<file path="src/rtl/bp_fe_rollback_queue.sv">
// FE-to-BE packet queue with speculative reads: entries stay resident until
// committed with deq, so a roll can replay them and a clr can drop unread ones.
module bp_fe_rollback_queue #(
  parameter int bp_params_p      = 0,
  parameter int fe_queue_width_p = 32,
  parameter int els_p            = 8,
  localparam int fe_queue_width_lp = fe_queue_width_p,
  localparam int ptr_width_lp      = $clog2(els_p) + 1
) (
  input  logic                         clk_i,
  input  logic                         reset_i,

  input  logic [fe_queue_width_lp-1:0] fe_queue_i,
  input  logic                         fe_queue_v_i,
  output logic                         fe_queue_ready_o,

  output logic [fe_queue_width_lp-1:0] fe_queue_o,
  output logic                         fe_queue_v_o,
  input  logic                         fe_queue_yumi_i,
  input  logic                         fe_queue_deq_i,
  input  logic                         fe_queue_roll_i,
  input  logic                         fe_queue_clr_i,
  output logic [ptr_width_lp-1:0]      fe_queue_count_o
);

  localparam int idx_width_lp = ptr_width_lp - 1;
  localparam logic [ptr_width_lp-1:0] els_lp = ptr_width_lp'(els_p);

  logic [fe_queue_width_lp-1:0] mem_q [els_p];

  logic [ptr_width_lp-1:0] wptr_q, wptr_d;
  logic [ptr_width_lp-1:0] rptr_q, rptr_d;
  logic [ptr_width_lp-1:0] cptr_q, cptr_d;
  logic [ptr_width_lp-1:0] rptr_y;
  logic                    enq;
  logic                    yumi_eff;

  assign fe_queue_count_o = wptr_q - cptr_q;
  assign fe_queue_ready_o = ~reset_i & (fe_queue_count_o != els_lp);
  assign fe_queue_v_o     = (rptr_q != wptr_q);
  assign fe_queue_o       = mem_q[rptr_q[idx_width_lp-1:0]];

  assign enq      = fe_queue_v_i & fe_queue_ready_o;
  assign yumi_eff = fe_queue_yumi_i & ~fe_queue_roll_i;

  // Order matters: yumi, then deq commits it, then roll rewinds, then clr trims.
  always_comb begin
    rptr_y = rptr_q + ptr_width_lp'(yumi_eff);
    cptr_d = fe_queue_deq_i  ? rptr_y : cptr_q;
    rptr_d = fe_queue_roll_i ? cptr_d : rptr_y;
    wptr_d = fe_queue_clr_i  ? rptr_d : (wptr_q + ptr_width_lp'(enq));
  end

  always_ff @(posedge clk_i) begin
    if (reset_i) begin
      wptr_q <= '0;
      rptr_q <= '0;
      cptr_q <= '0;
    end else begin
      wptr_q <= wptr_d;
      rptr_q <= rptr_d;
      cptr_q <= cptr_d;
    end
  end

  // Storage is not reset; a write dropped by clr lands in a slot beyond wptr.
  always_ff @(posedge clk_i) begin
    if (enq) begin
      mem_q[wptr_q[idx_width_lp-1:0]] <= fe_queue_i;
    end
  end

`ifndef SYNTHESIS
  always_ff @(posedge clk_i) begin
    if (!reset_i) begin
      assert (!(fe_queue_yumi_i && !fe_queue_v_o))
        else $error("bp_fe_rollback_queue: yumi without valid");
      assert ((rptr_q - cptr_q) <= (wptr_q - cptr_q))
        else $error("bp_fe_rollback_queue: read pointer beyond write pointer");
      assert (fe_queue_count_o <= els_lp)
        else $error("bp_fe_rollback_queue: count exceeds depth");
    end
  end
`endif

endmodule

</file>
<file path="config.mk">
export PLATFORM = sky130hd
export DESIGN_NAME = bp_fe_rollback_queue
export DESIGN_NICKNAME = d
export VERILOG_FILES = /design/src/rtl/bp_fe_rollback_queue.sv
export SDC_FILE = /design/constraint.sdc
export NUM_CORES = 1
export LEC_CHECK = 0
export CAP_MARGIN = 20
export CELL_PAD_IN_SITES_DETAIL_PLACEMENT = 0
export CELL_PAD_IN_SITES_GLOBAL_PLACEMENT = 1
export CORE_ASPECT_RATIO = 1.1
export CORE_MARGIN = 1
export CORE_UTILIZATION = 30
export DETAILED_ROUTE_END_ITERATION = 16
export HOLD_SLACK_MARGIN = 0.02
export PLACE_DENSITY_LB_ADDON = 0.1
export REMOVE_ABC_BUFFERS = 1
export SYNTH_ARGS = -nofsm -noshare
export SYNTH_HDL_FRONTEND = slang
export SYNTH_SLANG_ARGS = --single-unit
</file>
<file path="constraint.sdc">
create_clock -name clk_i -period 15 [get_ports clk_i]
set_input_delay 1.5 -clock clk_i [delete_from_list [all_inputs] [get_ports clk_i]]
set_output_delay 1.5 -clock clk_i [all_outputs]
set_load 0.005 [all_outputs]
</file>
==> results by stage, run 1 <==
CTS:
- The H-tree depth is 1.
- The number of instances resized during post-cts repair is 0.
- The clock passes through at most 3 buffers.
- The clock latency on the worst-skew pair is around 0.54 ns.
- The post-CTS setup buffer count is 0.
- The hold-fix buffer count after cts is 0.
- The clock root buffer master is sky130_fd_sc_hd__clkbuf_16.
- The clock-pin slew reported for the worst setup and hold paths after clock tree synthesis is roughly 0.06 ns.
- The number of clock buffers added by TritonCTS is 30.
- The clock drives between 200 and 300 sinks.
- TritonCTS built the clock tree.

Critical path:
- The worst setup slack for register-to-register paths is 11.63 ns.
- The end point of the critical path is fe_queue_ready_o.
- STA puts the critical path data arrival time at between 3 and 4 ns.
- In this run the critical register-to-register path is captured at wptr_q[2]$_SDFF_PP0_.
- The startpoint identified for the worst register-to-register timing path is wptr_q[0]$_SDFF_PP0_.
- The cell count of the worst reg-to-reg path is 12.
- The startpoint of the worst setup timing path is wptr_q[0]$_SDFF_PP0_.
- In this run the worst path has a maximum fanout of 10.
- For the worst setup path, the data required time is 13.50 ns.
- The worst setup path is of the register to output pin kind.
- The kind of end point of the critical path is an output pin.
- The critical path startpoint category is a register.

Floorplanning:
- Measured along the x axis, the die boundary spans about 180 µm.
- After floorplanning, the core was divided into 71 placement rows.
- The area of the core is approximately 0.034 mm².
- In this run the count of I/O pins placed on the die edge is between 70 and 80.
- The die covers between 0.03 and 0.04 mm².
- Once the floorplan was initialized, standard cells occupied 30.66% of the core.
- The height of the die is 198.6 µm.

Pwr:
- Total power for the finished layout comes to approximately 1.6 mW.
- The worst IR drop on VDD is about 0.085 mV.
- The power density of the placed cells is approximately 130 mW/mm².
- The clock network power share is between 40 and 50%.
- The combinational group share of total power is 7.7%.
- Cell internal power was estimated by the tool at 1.287 mW.
- The switching part of the total is a little over a fifth.
- The share of power burned in registers is between 50% and 60%.
- The leakage power is about 4 nW.
- The switching power is 0.3424 mW.

Global routing:
- The overall track demand over capacity in global routing is ~13%.
- The number of global-route vias before repair is approximately 5400.
- Entering global routing, the biggest net connects 68 pins.
- The global-route wire length before repair is 34360 µm.
- The initial antenna violation count is 2.
- The global route total overflow is 0.

Timing:
- At the pin with the least slew margin, the transition time is 0.8982 ns.
- The ratio of final minimum period to clock period is between 30 and 40%.
- The number of hold violations in the final report is 0.
- The final critical-path required period is 4.953 ns.
- The final clock skew is roughly 0.0050 ns.
- Setup violations remaining at the end of the flow were counted as 0.
- Headroom to the max-slew limit came out at 39.67%.
- In the final timing run, aggregate negative setup slack is 0 ns.
- Based on the critical path, the design can be clocked at up to around 0.20 GHz.
- Setup repair after global routing left no endpoint under its margin.
- The final-report max-slew violation count is 0.

Placed design:
- In this run the tool buffered the top-level ports with 76 buffer cells.
- Once detailed placement completed, the half-perimeter wirelength came to 11940 µm.
- The placed instances occupy a cell area of between 0.01 and 0.015 mm².
- The congestion estimate from routability-driven global placement came to 0.6984.

Layout:
- The final layout contains 614 nets.
- In the final layout, the multi-input gates occupy roughly 0.0025 mm².
- Compared with the post-synthesis result, the final layout area differs by 20.93%.
- After routing the design area is between 0.01 and 0.015 mm².
- 0 antenna diodes ended up in the layout.
- Counting the fill cells in the layout gives 3142.
- The footprint of the flip-flops and latches is just under 0.008 mm².
- The post-route netlist has between 20% and 30% of its cells at a drive strength greater than 1.

Logic synthesis:
- The total of warnings raised by yosys is 0.
- Averaged over all synthesized cells, the footprint is approximately 22 µm².
- The gate count after technology mapping is between 400 and 500.
- The number of distinct library cells after synthesis is 33.
- The share of the Yosys chip area taken by registers is between 70% and 80%.
- In this run, synthesis produced a sequential element count of approximately 270.
- Summing every instance area after synthesis gives 0.01054 mm².

Job:
- The count of max-cap constraint violations is 0.

Route:
- The final route contains between 4000 and 5000 vias.
- The count of TritonRoute iterations in the first routing pass is 5.
- In the routed design, unresolved DRC markers number 0.
- The count of nets left with antenna violations once routing finished came out at 0.
- The final routed wirelength across all metal layers is around 23000 µm.
- Using the TritonRoute via totals, the vias-per-cell ratio works out to roughly 4.7.
- In the final routed layout, each cell accounts on average for about 22 µm.
- The detailed router finished its first iteration with roughly 250 violations.

Outcome:
- The flow ran to the end, and the final reports show no timing, DRC or antenna violations.

Min path:
- The worst hold path belongs to the class register to register.
==> flip-flops by register name, indices dropped and copies added, names as in the netlist <==
| name | cells |
|---|---|
| cptr_q | 4 |
| wptr_q | 4 |
| mem_q | 256 |
| rptr_q | 4 |
==> how the worst min path moves through the flow <==
stage,start,endpoint,slack (ns),cells after the start
2_1_floorplan,cptr_q[1]$_SDFF_PP0_,cptr_q[1]$_SDFF_PP0_,0.46,2
3_3_place_gp,cptr_q[1]$_SDFF_PP0_,cptr_q[1]$_SDFF_PP0_,0.48,2
3_5_place_dp,cptr_q[1]$_SDFF_PP0_,cptr_q[1]$_SDFF_PP0_,0.49,2
4_1_cts,cptr_q[1]$_SDFF_PP0_,cptr_q[1]$_SDFF_PP0_,0.50,2
5_1_grt,cptr_q[2]$_SDFF_PP0_,cptr_q[2]$_SDFF_PP0_,0.54,2
6_report,cptr_q[1]$_SDFF_PP0_,cptr_q[1]$_SDFF_PP0_,0.50,2
==> per-stage QoR <==
stage | util [%] | worst slack (ns) | std cells | hold WS [ns]
CTS | 37.02 | 9.919 | 1027 | 0.5049
global route | 37.08 | 9.837 | 1028 | 0.5445
global placement | 34.44 | 10.51 | 972 | 0.4843
floorplan | - | 9.397 | 445 | 0.4604
detailed placement | 34.44 | 10.51 | 972 | 0.4905
finish | 37.08 | 10.05 | 1028 | 0.5008
==> cells in the final DEF, fill, tap and decap left out, drive strengths merged, types with 3 or more instances in the layout <==
master         instances
inv                    5
nor4                   3
nor2                  19
nand2b                 4
xor2                   3
clkbuf                40
dfxtp                 12
mux2                  32
xnor2                  7
edfxtp               256
nand2                  5
mux2i                  5
ha                     7
buf                   14
a211oi                 4
mux4                  64
a21oi                  3
clkinv                14
clkdlybuf4s50         76
nor3                   4
==> worst max-delay path, stage by stage (launching register included) <==
cell	delay [ns]
sky130_fd_sc_hd__dfxtp_1	0.51
sky130_fd_sc_hd__inv_1	0.21
sky130_fd_sc_hd__ha_1	0.25
sky130_fd_sc_hd__inv_1	0.07
sky130_fd_sc_hd__fa_1	0.43
sky130_fd_sc_hd__nand2b_1	0.20
sky130_fd_sc_hd__nor4_4	0.68
sky130_fd_sc_hd__nor2_1	0.07
sky130_fd_sc_hd__clkdlybuf4s50_1	0.48
==> synth_stat cells <==
cell,number,share of area (%)
sky130_fd_sc_hd__nand3_1,2,0.095
sky130_fd_sc_hd__o21ai_1,1,0.047
sky130_fd_sc_hd__nand2b_1,4,0.24
sky130_fd_sc_hd__buf_12,2,0.38
sky130_fd_sc_hd__xor2_1,3,0.25
sky130_fd_sc_hd__buf_8,2,0.28
sky130_fd_sc_hd__buf_2,6,0.28
sky130_fd_sc_hd__xnor2_1,7,0.58
sky130_fd_sc_hd__fa_1,1,0.19
sky130_fd_sc_hd__nor2b_1,1,0.059
sky130_fd_sc_hd__mux2i_1,5,0.47
sky130_fd_sc_hd__ha_1,7,0.83
sky130_fd_sc_hd__dfxtp_1,12,2.3
sky130_fd_sc_hd__a211oi_1,4,0.28
sky130_fd_sc_hd__clkbuf_1,8,0.28
sky130_fd_sc_hd__nor4b_1,2,0.17
sky130_fd_sc_hd__nand2_1,5,0.18
sky130_fd_sc_hd__o22ai_1,1,0.059
sky130_fd_sc_hd__inv_1,5,0.18
sky130_fd_sc_hd__mux4_1,25,6.2
sky130_fd_sc_hd__and3_1,1,0.059
sky130_fd_sc_hd__nor4_4,1,0.20
sky130_fd_sc_hd__nand3b_1,2,0.14
sky130_fd_sc_hd__nand4_1,1,0.059
sky130_fd_sc_hd__buf_1,4,0.14
sky130_fd_sc_hd__nor2_1,19,0.68
sky130_fd_sc_hd__nor4_1,2,0.12
sky130_fd_sc_hd__nor3_1,4,0.19
sky130_fd_sc_hd__mux2_2,32,3.4
sky130_fd_sc_hd__a21oi_1,3,0.14
sky130_fd_sc_hd__mux4_2,39,8.3
sky130_fd_sc_hd__edfxtp_1,256,73
sky130_fd_sc_hd__buf_6,2,0.21
==> cell type report <==
| class | count | area share (%) |
|---|---|---|
| Timing Repair Buffer | 90 | 6.890 |
| Sequential cell | 268 | 62.26 |
| Multi-Input combinational cell | 172 | 19.43 |
| Clock inverter | 15 | 0.7852 |
| Tap cell | 438 | 4.299 |
| Clock buffer | 40 | 6.184 |
| Inverter | 5 | 0.1472 |
==> power by group through the flow <==
| stage | logic (mW) | registers [mW] | clock network [mW] |
|---|---|---|---|
| 2_1_floorplan | 0.0573 | 0.862 | 0 |
| 3_3_place_gp | 0.126 | 0.860 | 0 |
| 3_5_place_dp | 0.127 | 0.860 | 0 |
| 4_1_cts | 0.128 | 0.845 | 0.684 |
| 5_1_grt | 0.137 | 0.844 | 0.715 |
| 6_report | 0.125 | 0.843 | 0.661 |
==> cell families after synthesis <==
family          after synthesis  synth area share (%)
compound gates                9                0.5341
xor+xnor                     10                0.8309
fa+ha+maj                     8                 1.021
buf+inv                      29                 1.769
flops                       268                 75.20
mux                         101                 18.46
simple gates                 44                 2.184
==> metal layers <==
metal	track usage [%]	up-vias	part of all wire (%)
li1	-	2168	-
met1	16.87	2522	45
met2	22.45	91	49
met3	2.343	37	4.0
met4	3.324	4	1.9
met5	0	-	0.11
Power figures use the tool's default switching activity.
==> run 2: changes to the inputs <==
- clock period: 15 -> 4.6 ns (I/O delays scaled with it)
==> run 2 against run 1 <==
Compared with the run above:
- via count rose by 0.68%
- critical path depth unchanged
- clock skew increased by 0.0072 ns
- sequential power grew to 3.3 times the previous value
- sequential share of layout area fell by 0.32 points
- design area rose by 0.52%
- largest power group unchanged
- hold slack worse by 0.0021 ns
- count of clock-buffer cells in the layout shrank 4
- critical path type unchanged
==> results by stage, run 2 (synthesis results as in run 1) <==
Timing:
- The post-layout worst setup margin is 0.7504 ns (-9.296 ns).
- The final critical-path required period is ~3.8 ns.
- The final clock skew is 0.01222 ns (+0.007181 ns).
- The number of setup violations in the final report came to 0 (unchanged).
- The number of hold violations in the final report was 0 (unchanged).
- Setup repair after global routing left no endpoint under its margin.
- The transition time of the tightest slew-check pin came to 1.088 ns (+0.1900 ns).
- In the finished design, the share of the clock period the worst path needs comes to 83.69%.
- The final-report max-slew violation count is 0 (unchanged).
- The smallest hold slack is 0.4986 ns (-0.002148 ns).
- The relative slew slack is 27.45% (-12 points).
- The highest clock rate is 0.2598 GHz.

Layout:
- The number of flip-flops under the largest register name is 256 (unchanged).
- The net count reported at finish is 611 (-0.49%).
- The antenna cell count was 0 (unchanged).
- Compared with the post-synthesis result, the final layout area differs by 21.55%.
- The fill cell total of the finished layout was 3090 (-1.7%).
- The commonest non-fill, non-tap cell in the layout is sky130_fd_sc_hd__edfxtp_1.
- In the layout the commonest cells are sky130_fd_sc_hd__edfxtp_1 (256), sky130_fd_sc_hd__clkdlybuf4s50_1 (76), sky130_fd_sc_hd__mux4_2 (39), sky130_fd_sc_hd__mux2_2 (32), sky130_fd_sc_hd__clkbuf_16 (31).
- The proportion of layout cells with a drive suffix above 1 is 22.83% (+0.29 points).
- The share of the core filled with cells is 37.27% (+0.19 points).

Route:
- The first-iteration detailed-routing DRC count was 313 (+27%).
- The count of TritonRoute iterations in the first routing pass is 4 (-1).
- The total met2 wirelength after detailed routing is 11560 µm (+3.9%).
- The overall via count from detail_route is 4855 (+0.68%).
- The average wire per standard cell is 22.20 µm (+0.74%).
- The post-route antenna net violation count came to 0 (unchanged).
- The remaining design rule violation count was 0 (unchanged).
- The post-detailed-route via-to-cell ratio is 4.737 (+0.98%).
- The met3 wirelength from detailed routing came to 825 µm (-9.4%).
- The top routing layer in use is met5.
- The detailed-route wire length on metal 1 is 10020 µm (-1.4%).
- The final routed wirelength across all metal layers is 22750 µm (+0.45%).

Placed design:
- The post-placement setup slack was 1.108 ns (-9.402 ns).
- The global placer's final weighted congestion came to 0.6518 (-6.7%).
- The count of input and output buffers is 76 (unchanged).
- The detailed placer's ending HPWL is 12640 µm (+5.9%).

Critical path:
- The worst setup path is launched from a register.
- The critical path goes through inv_1 -> ha_1 -> inv_1 -> fa_1 -> nand2b_1 -> nor4_4 -> nor2_1 -> clkdlybuf4s50_1.
- The worst setup path is captured at an output pin.
- The cell count of the worst reg-to-reg path came to 8 (-4).
- The launch point of the worst reg-to-reg path is wptr_q[0]$_SDFF_PP0_.
- The worst setup slack for register-to-register paths came to 1.21 ns (-10.42 ns).
- The worst path required time was 4.14 ns (-9.36 ns).
- The type of the worst setup path is register to output pin.
- The endpoint of the lowest-slack register-to-register path is mem_q[4][3]$_DFFE_PP_.
- The largest fanout on the critical path is 10 (unchanged).
- The slowest stage of the critical path is the sky130_fd_sc_hd__nor4_4 cell.
- The signal arrival time at the worst endpoint is 3.39 ns (-0.06 ns).
- The largest stage delay on the critical path is 0.65 ns (-0.03 ns).
- Among the stages of the critical path, the cell type that occurs most often is sky130_fd_sc_hd__inv_1.

Pwr:
- The leakage power is 4.030 nW (+0.79%).
- The total power after layout came to 5.519 mW (+240%).
- The power density of the placed cells is 430.7 mW/mm² (+240%).
- The worst IR drop on VDD is 0.2671 mV (+220%).

CTS:
- In this run the clock root is driven by a sky130_fd_sc_hd__clkbuf_16.
- The TritonCTS sink count is 268 (unchanged).
- The clock latency on the worst-skew pair was 0.54 ns (about the same).
- The maximum buffer depth of the clock tree is 3 (unchanged).
- The hold-fix buffer count after cts came to 0 (unchanged).
- The H-tree depth was 1 (unchanged).
- The number of clock buffers inserted by TritonCTS was 30 (unchanged).
- The clock-pin slew reported for the worst setup and hold paths after clock tree synthesis is 0.06 ns (about the same).
- The number of instances resized during post-cts repair is 0 (unchanged).
- The clock tree from TritonCTS is done.
- The post-CTS setup buffer count is 0 (unchanged).

Min path:
- The path with the worst hold slack has its endpoint at cptr_q[1]$_SDFF_PP0_.
- The worst hold path begins at cptr_q[1]$_SDFF_PP0_.
- The min-delay analysis places its worst path in the category register to register.
- The count of cells along the worst hold path is 2 (unchanged).

Floorplanning:
- The total die area was 0.03589 mm² (unchanged).
- The area of the core was 0.03438 mm² (unchanged).
- The initial standard-cell utilization of the core came to 30.66% (unchanged).
- The number of cell rows is 71 (unchanged).
- The number of primary I/O pins is 77 (unchanged).
- The height of the die is 198.6 µm (unchanged).
- The die span in x is 180.7 µm (unchanged).

Outcome:
- The run finished with clean final reports.

Global routing:
- The number of global-route vias before repair came to 5452 (+0.37%).
- The initial antenna violation count is 1 (-1).
- The global route total overflow was 0 (unchanged).
- The maximum number of pins on one net before global-route repair came to 68 (unchanged).
- The overall track demand over capacity in global routing is 12.90% (-0.095 points).
- The global-route wire length before repair is 34090 µm (-0.80%).

Job:
- The count of max-cap constraint violations is 0 (unchanged).
run 2: cell types whose count changed in the layout (fill, tap and decap cells not counted):
cell                        delta
sky130_fd_sc_hd__buf_4         -3
sky130_fd_sc_hd__clkbuf_1      -5
sky130_fd_sc_hd__clkinv_1      +1
sky130_fd_sc_hd__clkinv_8      -1
sky130_fd_sc_hd__clkbuf_16     +1
sky130_fd_sc_hd__bufinv_16     +3
sky130_fd_sc_hd__clkinv_2      +1
run 2: power by group:
group,switching [mW],internal (mW)
logic,0.174,0.229
registers,0.0413,2.72
clock network,0.917,1.44
run 2: critical path: cells and delay by family, from the launching register on:
family	cells	cell delay, ns
adder cells (fa/ha/maj)	2	0.68
buffers and inverters	3	0.74
AND/OR/NAND/NOR	3	0.93
flip-flops	1	0.49
run 2: cell type report:
| type | count | area [µm²] | share of cell area [%] |
|---|---|---|---|
| multi-input combinational | 172 | 2477 | 19.33 |
| tap | 438 | 548.0 | 4.277 |
| clock inverter | 19 | 182.7 | 1.426 |
| timing repair buffer | 87 | 855.8 | 6.679 |
| clock buffer | 36 | 794.5 | 6.201 |
| inverter | 5 | 18.77 | 0.1465 |
| sequential | 268 | 7936 | 61.94 |
run 2: routing by layer:
layer  GRT usage, %  up-vias
met5              0        -
met2          22.81       91
met4          3.071        2
met1          16.40     2565
met3          2.307       32
li1               -     2165
run 2: worst max-delay path by stage:
stage	start	endpoint	slack, ns	cells past startpoint
finish	wptr_q[0]$_SDFF_PP0_	fe_queue_ready_o	0.75	8
global placement	wptr_q[0]$_SDFF_PP0_	mem_q[7][14]$_DFFE_PP_	1.26	8
floorplan	wptr_q[0]$_SDFF_PP0_	mem_q[6][0]$_DFFE_PP_	-0.80	7
global route	wptr_q[0]$_SDFF_PP0_	fe_queue_ready_o	0.54	8
CTS	wptr_q[0]$_SDFF_PP0_	fe_queue_ready_o	0.68	8
detailed placement	wptr_q[0]$_SDFF_PP0_	mem_q[7][17]$_DFFE_PP_	1.11	8
run 2: metrics by stage:
stage | setup TNS (ns) | area, µm² | instances
after floorplan | -83.39 | 10370 | 445
after global placement | 0 | 11840 | 970
after detailed placement | 0 | 11840 | 970
after CTS | 0 | 12810 | 1025
after global routing | 0 | 12810 | 1025
final | 0 | 12810 | 1025
==> run 3: changes to the inputs <==
- clock period: 4.6 -> 3.3 ns (I/O delays scaled with it)
==> run 3 against run 2 <==
Compared with the run above:
- critical path type unchanged
- combinational power up 53%
- clock power increased by 29%
- via count increased by 0.29%
- clock skew shrank 0.0050 ns
- flip-flop and latch count stayed put
- critical path depth is 4 lower
==> results by stage, run 3 (synthesis results as in run 1) <==
Global routing:
- The maximum number of pins on one net before global-route repair was 26 (-62%).
- The global route total overflow is 0 (unchanged).
- The global-route wire length before repair came to 35050 µm (+2.8%).
- The number of global-route vias before repair is 5487 (+0.64%).
- The overall track demand over capacity in global routing is 13.27% (+0.37 points).
- The initial antenna violation count was 0 (-1).

Timing:
- The number of hold violations in the final report is 0 (unchanged).
- The final clock skew is 0.007230 ns (-0.004991 ns).
- The final-report max-slew violation count is 0 (unchanged).
- The final critical-path required period is ~3.1 ns.
- The highest clock rate is approximately 0.32 GHz.
- The transition time of the tightest slew-check pin came to 0.9162 ns (-0.1721 ns).
- The smallest hold slack came to 0.5002 ns (+0.001566 ns).
- The relative slew slack is 38.78% (+11 points).
- Setup repair after global routing left no endpoint under its margin.
- The ratio of final minimum period to clock period is approximately 95%.
- The number of setup violations in the final report is 0 (unchanged).
- The final sum of negative setup slack is 0 ns (unchanged).

Critical path:
- The count of buffer and inverter cells on the critical path is 2 (-1).
- Grouping stages by cell kind, the critical path spends the most delay in multiplexers.
- The worst path required time is 2.97 ns (-1.17 ns).
- The largest fanout on the critical path is 18 (+8).
- Walking the worst path, the cells encountered are buf_4 -> mux4_1 -> mux2_2 -> clkdlybuf4s50_1.
- The critical path startpoint category is a register.
- The slowest stage of the critical path is the sky130_fd_sc_hd__mux4_1 cell.
- The kind of end point of the critical path is an output pin.
- The signal arrival time at the worst endpoint was 2.81 ns (-0.58 ns).
- The largest stage delay on the critical path is 0.62 ns (-0.03 ns).
- The type of the worst setup path is register to output pin.

Floorplanning:
- The die span in x is 180.7 µm (unchanged).
- The number of cell rows is 71 (unchanged).
- The total die area is 0.03589 mm² (unchanged).
- The number of primary I/O pins is 77 (unchanged).
- The initial standard-cell utilization of the core was 30.66% (unchanged).
- The area of the core was 0.03438 mm² (unchanged).
- The height of the die was 198.6 µm (unchanged).

Outcome:
- The run finished with clean final reports.

Route:
- The final routed wirelength across all metal layers is 23030 µm (+1.2%).
- The first-iteration detailed-routing DRC count was 229 (-27%).
- The post-detailed-route via-to-cell ratio is 4.682 (-1.2%).
- The remaining design rule violation count was 0 (unchanged).
- The post-route antenna net violation count is 0 (unchanged).
- The average wire per standard cell is 22.15 µm (-0.23%).
- The overall via count from detail_route is 4869 (+0.29%).
- The count of TritonRoute iterations in the first routing pass came to 4 (unchanged).

CTS:
- The hold-fix buffer count after cts is 0 (unchanged).
- The clock root buffer master is sky130_fd_sc_hd__clkbuf_16.
- The clock-pin slew reported for the worst setup and hold paths after clock tree synthesis is 0.06 ns (about the same).
- The H-tree depth is 1 (unchanged).
- TritonCTS built the clock tree.
- The clock latency on the worst-skew pair is 0.53 ns (about the same).
- The number of clock buffers inserted by TritonCTS is 29 (-3.3%).
- The maximum buffer depth of the clock tree is 3 (unchanged).
- The TritonCTS sink count is 268 (unchanged).

Layout:
- The proportion of layout cells with a drive suffix above 1 is 25.91% (+3.1 points).
- The area growth from synthesis to layout is 22.41%.
- The fill cell total of the finished layout is 3132 (+1.4%).
- The library cells used most frequently in the layout, excluding fill and tap cells, are sky130_fd_sc_hd__edfxtp_1 (256), sky130_fd_sc_hd__clkdlybuf4s50_1 (76), sky130_fd_sc_hd__mux4_2 (39), sky130_fd_sc_hd__mux2_2 (32), sky130_fd_sc_hd__clkbuf_16 (29).
- The antenna cell count is 0 (unchanged).
- The net count reported at finish was 628 (+2.8%).
- The library cell used most frequently in the layout, excluding fill and tap cells, is sky130_fd_sc_hd__edfxtp_1.
- The number of flip-flops under the largest register name is 256 (unchanged).

Min path:
- The path class of the tightest hold or removal check is register to register.

Placed design:
- The global placer's final weighted congestion was 0.7085 (+8.7%).
- The count of input and output buffers was 76 (unchanged).
- The detailed placer's ending HPWL is 14090 µm (+11%).

Job:
- The count of max-cap constraint violations is 0 (unchanged).

Pwr:
- The worst IR drop on VDD was 0.3495 mV (+31%).
- The power density of the placed cells was 580.2 mW/mm² (+35%).
- The leakage power was 4.100 nW (+1.7%).
## run 3: cell types whose count changed in the layout (fill, tap and decap cells not counted), sizes merged
cell / delta
buf: +18
clkbuf: -6
clkinv: +4
bufinv: -2
clkinvlp: +1
## run 3: repair_timing
item                                    4_1_cts  5_1_grt
gates resized for setup                       0        1
endpoints found under the setup margin        1        1
setup buffers                                 1        0
pin swaps                                     1        1
## run 3: metal layers
layer	wire length (µm)	vias up	track usage [%]
met5	0	-	0
met4	350	0	3.071
met3	835	28	2.289
met2	11150	87	22.58
met1	10690	2565	17.70
li1	-	2189	-
## run 3: through the flow
stage               area, µm²  total power, mW  cells  worst slack, ns  util [%]
finish                  12900            7.486   1040           0.1617     37.53
global route            12900            7.776   1040          0.01716     37.53
CTS                     12900            7.604   1040          0.05206     37.52
detailed placement      12000            4.527    987           0.4527     34.91
global placement        12000            4.522    987           0.5125     34.91
floorplan               10370            4.176    445           -2.099         -
## run 3: cell type report
type	count	area [µm²]	share of cell area, %
multi-input combinational	172	2477	19.20
clock buffer	30	729.5	5.653
timing repair buffer	105	1032	8.000
clock inverter	22	161.4	1.251
tap	438	548.0	4.247
inverter	5	18.77	0.1454
sequential	268	7936	61.51
## run 3: worst reg2reg max path, cell delays in order, from the launching register on
cell,delay [ns]
sky130_fd_sc_hd__dfxtp_1,0.31
sky130_fd_sc_hd__inv_1,0.08
sky130_fd_sc_hd__ha_1,0.16
sky130_fd_sc_hd__inv_1,0.05
sky130_fd_sc_hd__fa_1,0.37
sky130_fd_sc_hd__xor2_1,0.33
sky130_fd_sc_hd__nor4_4,0.09
sky130_fd_sc_hd__buf_4,0.17
sky130_fd_sc_hd__nor2_4,0.71
sky130_fd_sc_hd__buf_4,0.35
## run 3: worst paths after layout
kind | from | endpoint | slack [ns] | cells after the start
max | rptr_q[0]$_SDFF_PP0_ | fe_queue_o[18] | 0.16 | 4
min | cptr_q[1]$_SDFF_PP0_ | cptr_q[1]$_SDFF_PP0_ | 0.50 | 2
max reg2reg | wptr_q[0]$_SDFF_PP0_ | mem_q[1][20]$_DFFE_PP_ | 0.38 | 9
min reg2reg | cptr_q[1]$_SDFF_PP0_ | cptr_q[1]$_SDFF_PP0_ | 0.50 | 2
## run 3: where the power goes
group	internal (mW)	switching (mW)
Clock	1.75	1.29
Sequential	3.79	0.0380
Combinational	0.342	0.272
